## config.mk

```make
export PLATFORM = sky130hd
export DESIGN_NAME = custom_rptr_empty_flat
export DESIGN_NICKNAME = d
export VERILOG_FILES = /design/src/rtl/custom_rptr_empty_if.sv /design/src/rtl/custom_rptr_empty.sv /design/src/flat_wrapper.sv
export SDC_FILE = /design/constraint.sdc
export NUM_CORES = 1
export LEC_CHECK = 0
export CELL_PAD_IN_SITES_DETAIL_PLACEMENT = 0
export CELL_PAD_IN_SITES_GLOBAL_PLACEMENT = 1
export CORE_MARGIN = 4
export CORE_UTILIZATION = 45
export CTS_CLUSTER_DIAMETER = 60
export DETAILED_ROUTE_END_ITERATION = 6
export DONT_BUFFER_PORTS = 1
export HOLD_SLACK_MARGIN = 0.1
export PLACE_DENSITY_LB_ADDON = 0.1
export SYNTH_ARGS = -nofsm -noshare
export SYNTH_HDL_FRONTEND = slang
export SYNTH_SLANG_ARGS = --single-unit
```

## constraint.sdc

```tcl
create_clock -name rclk_i -period 4.3 [get_ports rclk_i]
set_input_delay 0.86 -clock rclk_i [delete_from_list [all_inputs] [get_ports rclk_i]]
set_output_delay 0.86 -clock rclk_i [all_outputs]
set_load 0.02 [all_outputs]
```

## src/rtl/custom_rptr_empty_if.sv

```systemverilog
// custom_rptr_empty_if: read-side FIFO control bundle (read request, synced write pointer input, flags and pointers)
interface custom_rptr_empty_if #(parameter int ADDRSIZE = 4);
    logic                ren;
    logic [ADDRSIZE:0]   wptr_g_i;
    logic                fifo_empty;
    logic                fifo_almost_empty;
    logic [ADDRSIZE-1:0] rd_addr;
    logic [ADDRSIZE:0]   rptr_g;
    logic [ADDRSIZE:0]   rd_level;
    modport master(output ren, wptr_g_i, input fifo_empty, fifo_almost_empty, rd_addr, rptr_g, rd_level);
    modport slave(input ren, wptr_g_i, output fifo_empty, fifo_almost_empty, rd_addr, rptr_g, rd_level);
endinterface

```

## src/rtl/custom_rptr_empty.sv

```systemverilog
// custom_rptr_empty: async FIFO read pointer, empty/almost-empty flags; RPTR_LEVEL_EN builds the rd_level occupancy output
module custom_rptr_empty #(parameter int ADDRSIZE = 4) (
    input logic rclk_i,
    input logic rrst_i,
    custom_rptr_empty_if.slave bus
);
    logic [ADDRSIZE:0] sync1, sync2, rbin_reg, rbin_next, rgray_next;
    logic empty_val, almost_val;
    always_comb begin
        rbin_next  = rbin_reg + (ADDRSIZE+1)'(bus.ren & ~bus.fifo_empty);
        rgray_next = (rbin_next >> 1) ^ rbin_next;
        empty_val  = rgray_next == sync2;
    end
    assign bus.rd_addr = rbin_reg[ADDRSIZE-1:0];
`ifdef RPTR_LEVEL_EN
    logic [ADDRSIZE:0] wbin_sync, level_next;
    always_comb begin
        wbin_sync = '0;
        for (int i = 0; i <= ADDRSIZE; i++) wbin_sync[i] = ^(sync2 >> i);
        level_next = wbin_sync - rbin_next;
        almost_val = empty_val | (level_next == (ADDRSIZE+1)'(1));
    end
    always_ff @(posedge rclk_i) bus.rd_level <= rrst_i ? '0 : level_next;
`else
    logic [ADDRSIZE:0] rbin_plus, rgray_plus;
    // one more read would land exactly on the write pointer: same as level == 1
    always_comb begin
        rbin_plus  = rbin_next + (ADDRSIZE+1)'(1);
        rgray_plus = (rbin_plus >> 1) ^ rbin_plus;
        almost_val = empty_val | (rgray_plus == sync2);
    end
    assign bus.rd_level = '0;
`endif
    always_ff @(posedge rclk_i) begin
        if (rrst_i) begin
            sync1                 <= '0;
            sync2                 <= '0;
            rbin_reg              <= '0;
            bus.rptr_g            <= '0;
            bus.fifo_empty        <= 1'b1;
            bus.fifo_almost_empty <= 1'b1;
        end else begin
            sync1                 <= bus.wptr_g_i;
            sync2                 <= sync1;
            rbin_reg              <= rbin_next;
            bus.rptr_g            <= rgray_next;
            bus.fifo_empty        <= empty_val;
            bus.fifo_almost_empty <= almost_val;
        end
    end
endmodule

```

## src/flat_wrapper.sv

```systemverilog
// flat-port wrapper written by rule: the top's interface ports become plain ports
module custom_rptr_empty_flat 
#(parameter int ADDRSIZE = 4)
  (rclk_i, rrst_i, bus_ren, bus_wptr_g_i, bus_fifo_empty, bus_fifo_almost_empty, bus_rd_addr, bus_rptr_g, bus_rd_level);
  custom_rptr_empty_if #(.ADDRSIZE(ADDRSIZE)) bus_i ();
  input logic rclk_i;
  input logic rrst_i;
  input wire logic [$bits(bus_i.ren)-1:0] bus_ren;
  input wire logic [$bits(bus_i.wptr_g_i)-1:0] bus_wptr_g_i;
  output wire logic [$bits(bus_i.fifo_empty)-1:0] bus_fifo_empty;
  output wire logic [$bits(bus_i.fifo_almost_empty)-1:0] bus_fifo_almost_empty;
  output wire logic [$bits(bus_i.rd_addr)-1:0] bus_rd_addr;
  output wire logic [$bits(bus_i.rptr_g)-1:0] bus_rptr_g;
  output wire logic [$bits(bus_i.rd_level)-1:0] bus_rd_level;
  assign bus_i.ren = bus_ren;
  assign bus_i.wptr_g_i = bus_wptr_g_i;
  assign bus_fifo_empty = bus_i.fifo_empty;
  assign bus_fifo_almost_empty = bus_i.fifo_almost_empty;
  assign bus_rd_addr = bus_i.rd_addr;
  assign bus_rptr_g = bus_i.rptr_g;
  assign bus_rd_level = bus_i.rd_level;
  custom_rptr_empty #(.ADDRSIZE(ADDRSIZE)) u_core (.rclk_i(rclk_i), .rrst_i(rrst_i), .bus(bus_i));
endmodule
```

==> qor.yml <==
run_status:
  status: "finished, final reports clean"
synthesis:
  synthArstFlopShare_pct: 0
  synth-seq-cells: 21
  synth_top_area_share_pct: 42.80
  synth_area_um2: 982.2
  synth_ff_type: "dfxtp_1"
  synth_edf_count: 0
  synth_seq_area_share_pct: 42.80
  synth_top_cell_by_area: "dfxtp_1"
  synth_common_cells: "dfxtp_1 (21), xnor2_1 (15), nor2b_1 (14)"
  ys_types: 20
  synth.most_common_cell: "dfxtp_1"
  yosysWarnings: 0
  syn-instance-count: 91
  synth_area_leaders: "dfxtp_1 (43%), xnor2_1 (13%), nor2b_1 (8.9%), xor2_1 (5.4%), ha_1 (5.1%)"
  syn_avg_cell_area_um2: 10.79
die:
  dieArea_mm2: 0.002994
  initial_core_util_pct: 48.58
  row_count: 16
  die_w_um: 54.72
  io_pins: 24
  fp.coreArea_mm2: 0.002022
  die_y_um: 54.72
clock_network:
  cts_setup_buffers: 0
  clk-insertion-delay-late_ns: 0.30
  cts_buffers: 3
  clk_pin_slew_ns: 0.12
  cts.sink_count: 21
  holdBufCountCts: 0
  post_cts_resized: 0
  clockBufferDepth: 2
  clock-root-buffer: "clkbuf_4"
  cts_max_level: 1
  cts_tree: "done"
final_layout:
  nets: 104
  drive_gt1_share_pct: 10.99
  syn_to_final_growth_pct: 3.057
  post-route-util_pct: 50.06
  fillers: 192
  diodes: 0
drt:
  vias: 542
  wl_per_cell_um: 11.34
  via_per_inst: 4.593
  first_pass_iters: 4
  ant_nets: 0
  drc: 0
  wl_um: 1338
  drt_iter0_drc: 5
sta:
  slew_violations: 0
  fin_worst_skew_ns: 0.002334
  finalSetupViolations: 0
  fmax_ghz: 0.3842
  layout_min_cycle_time_ns: 2.603
  finalCritPeriodShare_pct: 60.52
  rsz0062_at_grt: "false"
  hold_viol_final: 0
  finalSetupTns_ns: 0
critical_path:
  cp.required_ns: 4.50
  path_class: "primary input to register"
  crit_arrival_ns: 2.80
  endpoint_kind: "register"
  cp_max_fo: 5
  critPathLaunchType: "primary input"
  crit_slowest_cell: "ha_1"
  cp_slowest_stage_delay_ns: 0.32
  cp_cell_sequence: "nor2b_1, ha_1, nand3_1, xor2_2, inv_1, ha_1, xnor2_1, and3_1, a31o_1, o21bai_4"
  cp_common_cell: "ha_1"
  path_buf_inv: 1
  path_delay_family: "adder cells"
grt:
  grt_max_degree: 21
  grt_overflow: 0
  grt_pass1_vias: 470
  grt_util_all_layers_pct: 11.23
  grt_antenna_before_repair: 0
  grt_pass1_wl_um: 2235
pwr:
  powerDensity_mw_per_mm2: 359.5
  ir_drop_mv: 0.2205
  power_w: 0.0003639
  power_leakage_nw: 0.4153
placement:
  io_buffers: 0
  gp_congestion: 0.7716
  place_hpwl_um: 1002
min_path:
  hold_class: "register to register"
run:
  maxCapViolCount: 0
==> per-layer routing <==
layer / vias to the layer above / wire (um) / track usage, %
met1: 240 / 557 / 12.01
met4: 0 / 31 / 7.469
li1: 271 / - / -
met2: 27 / 632 / 17.13
met5: - / 0 / 0
met3: 4 / 117 / 5.722
==> layout make-up <==
cell class	instances	area, um2	share of cell area [%]
Tap cell	27	33.78	3.337
Sequential cell	21	420.4	41.53
Multi-Input combinational cell	65	524.3	51.79
Clock buffer	3	22.52	2.225
Clock inverter	1	7.507	0.7417
Inverter	1	3.754	0.3708
==> cell usage in the layout (no fill, tap or decap) <==
| cell type | instances |
|---|---|
| xor2_1 | 6 |
| clkbuf_4 | 3 |
| inv_1 | 1 |
| xnor2_2 | 1 |
| clkinvlp_4 | 1 |
| mux2_4 | 1 |
| o21bai_4 | 1 |
| nor2b_1 | 14 |
| nand3_1 | 4 |
| and3_1 | 1 |
| o2111ai_1 | 1 |
| xor2_4 | 1 |
| conb_1 | 5 |
| dfxtp_1 | 21 |
| a31o_1 | 1 |
| ha_1 | 4 |
| xnor2_1 | 15 |
| nand2_1 | 2 |
| nor2_1 | 6 |
| xor2_2 | 2 |
==> metrics by stage <==
step           instance area [um2]  hold slack, ns  cells  setup WS (ns)
2_1_floorplan                997.2          0.4138     95          1.516
3_3_place_gp                 982.2          0.4207    114          1.378
3_5_place_dp                 982.2          0.4204    114          1.359
4_1_cts                       1012          0.4494    118          1.684
5_1_grt                       1012          0.4647    118          1.576
6_report                      1012          0.4463    118          1.698
==> path summary, 6_finish.rpt <==
kind                         startpoint                           end  slack, ns  depth (start not counted)
setup reg to reg  u_core.bus.fifo_empty  u_core.bus.fifo_almost_empty       1.84                         10
hold / removal          u_core.sync1[2]               u_core.sync2[2]       0.45                          1
setup / recovery                bus_ren  u_core.bus.fifo_almost_empty       1.70                         10
hold reg to reg         u_core.sync1[2]               u_core.sync2[2]       0.45                          1
==> report_power, final <==
group | switching, W | total (W) | internal, W
Sequential | 0.0000137 | 0.000220 | 0.000206
Clock | 0.0000596 | 0.0000950 | 0.0000354
Combinational | 0.0000246 | 0.0000493 | 0.0000247
==> logic make-up (layout without fill, tap and decap cells) <==
| group | count (synthesis) | in the layout | synth area share [%] |
|---|---|---|---|
| flops | 21 | 21 | 42.80 |
| other cells | 1 | 5 | 0.3818 |
| buf+inv | 9 | 5 | 5.350 |
| simple gates | 27 | 27 | 14.65 |
| fa+ha+maj | 4 | 4 | 5.096 |
| xor+xnor | 25 | 25 | 26.50 |
| compound gates | 3 | 3 | 3.695 |
| mux | 1 | 1 | 1.528 |
Power figures use the tool's default switching activity.
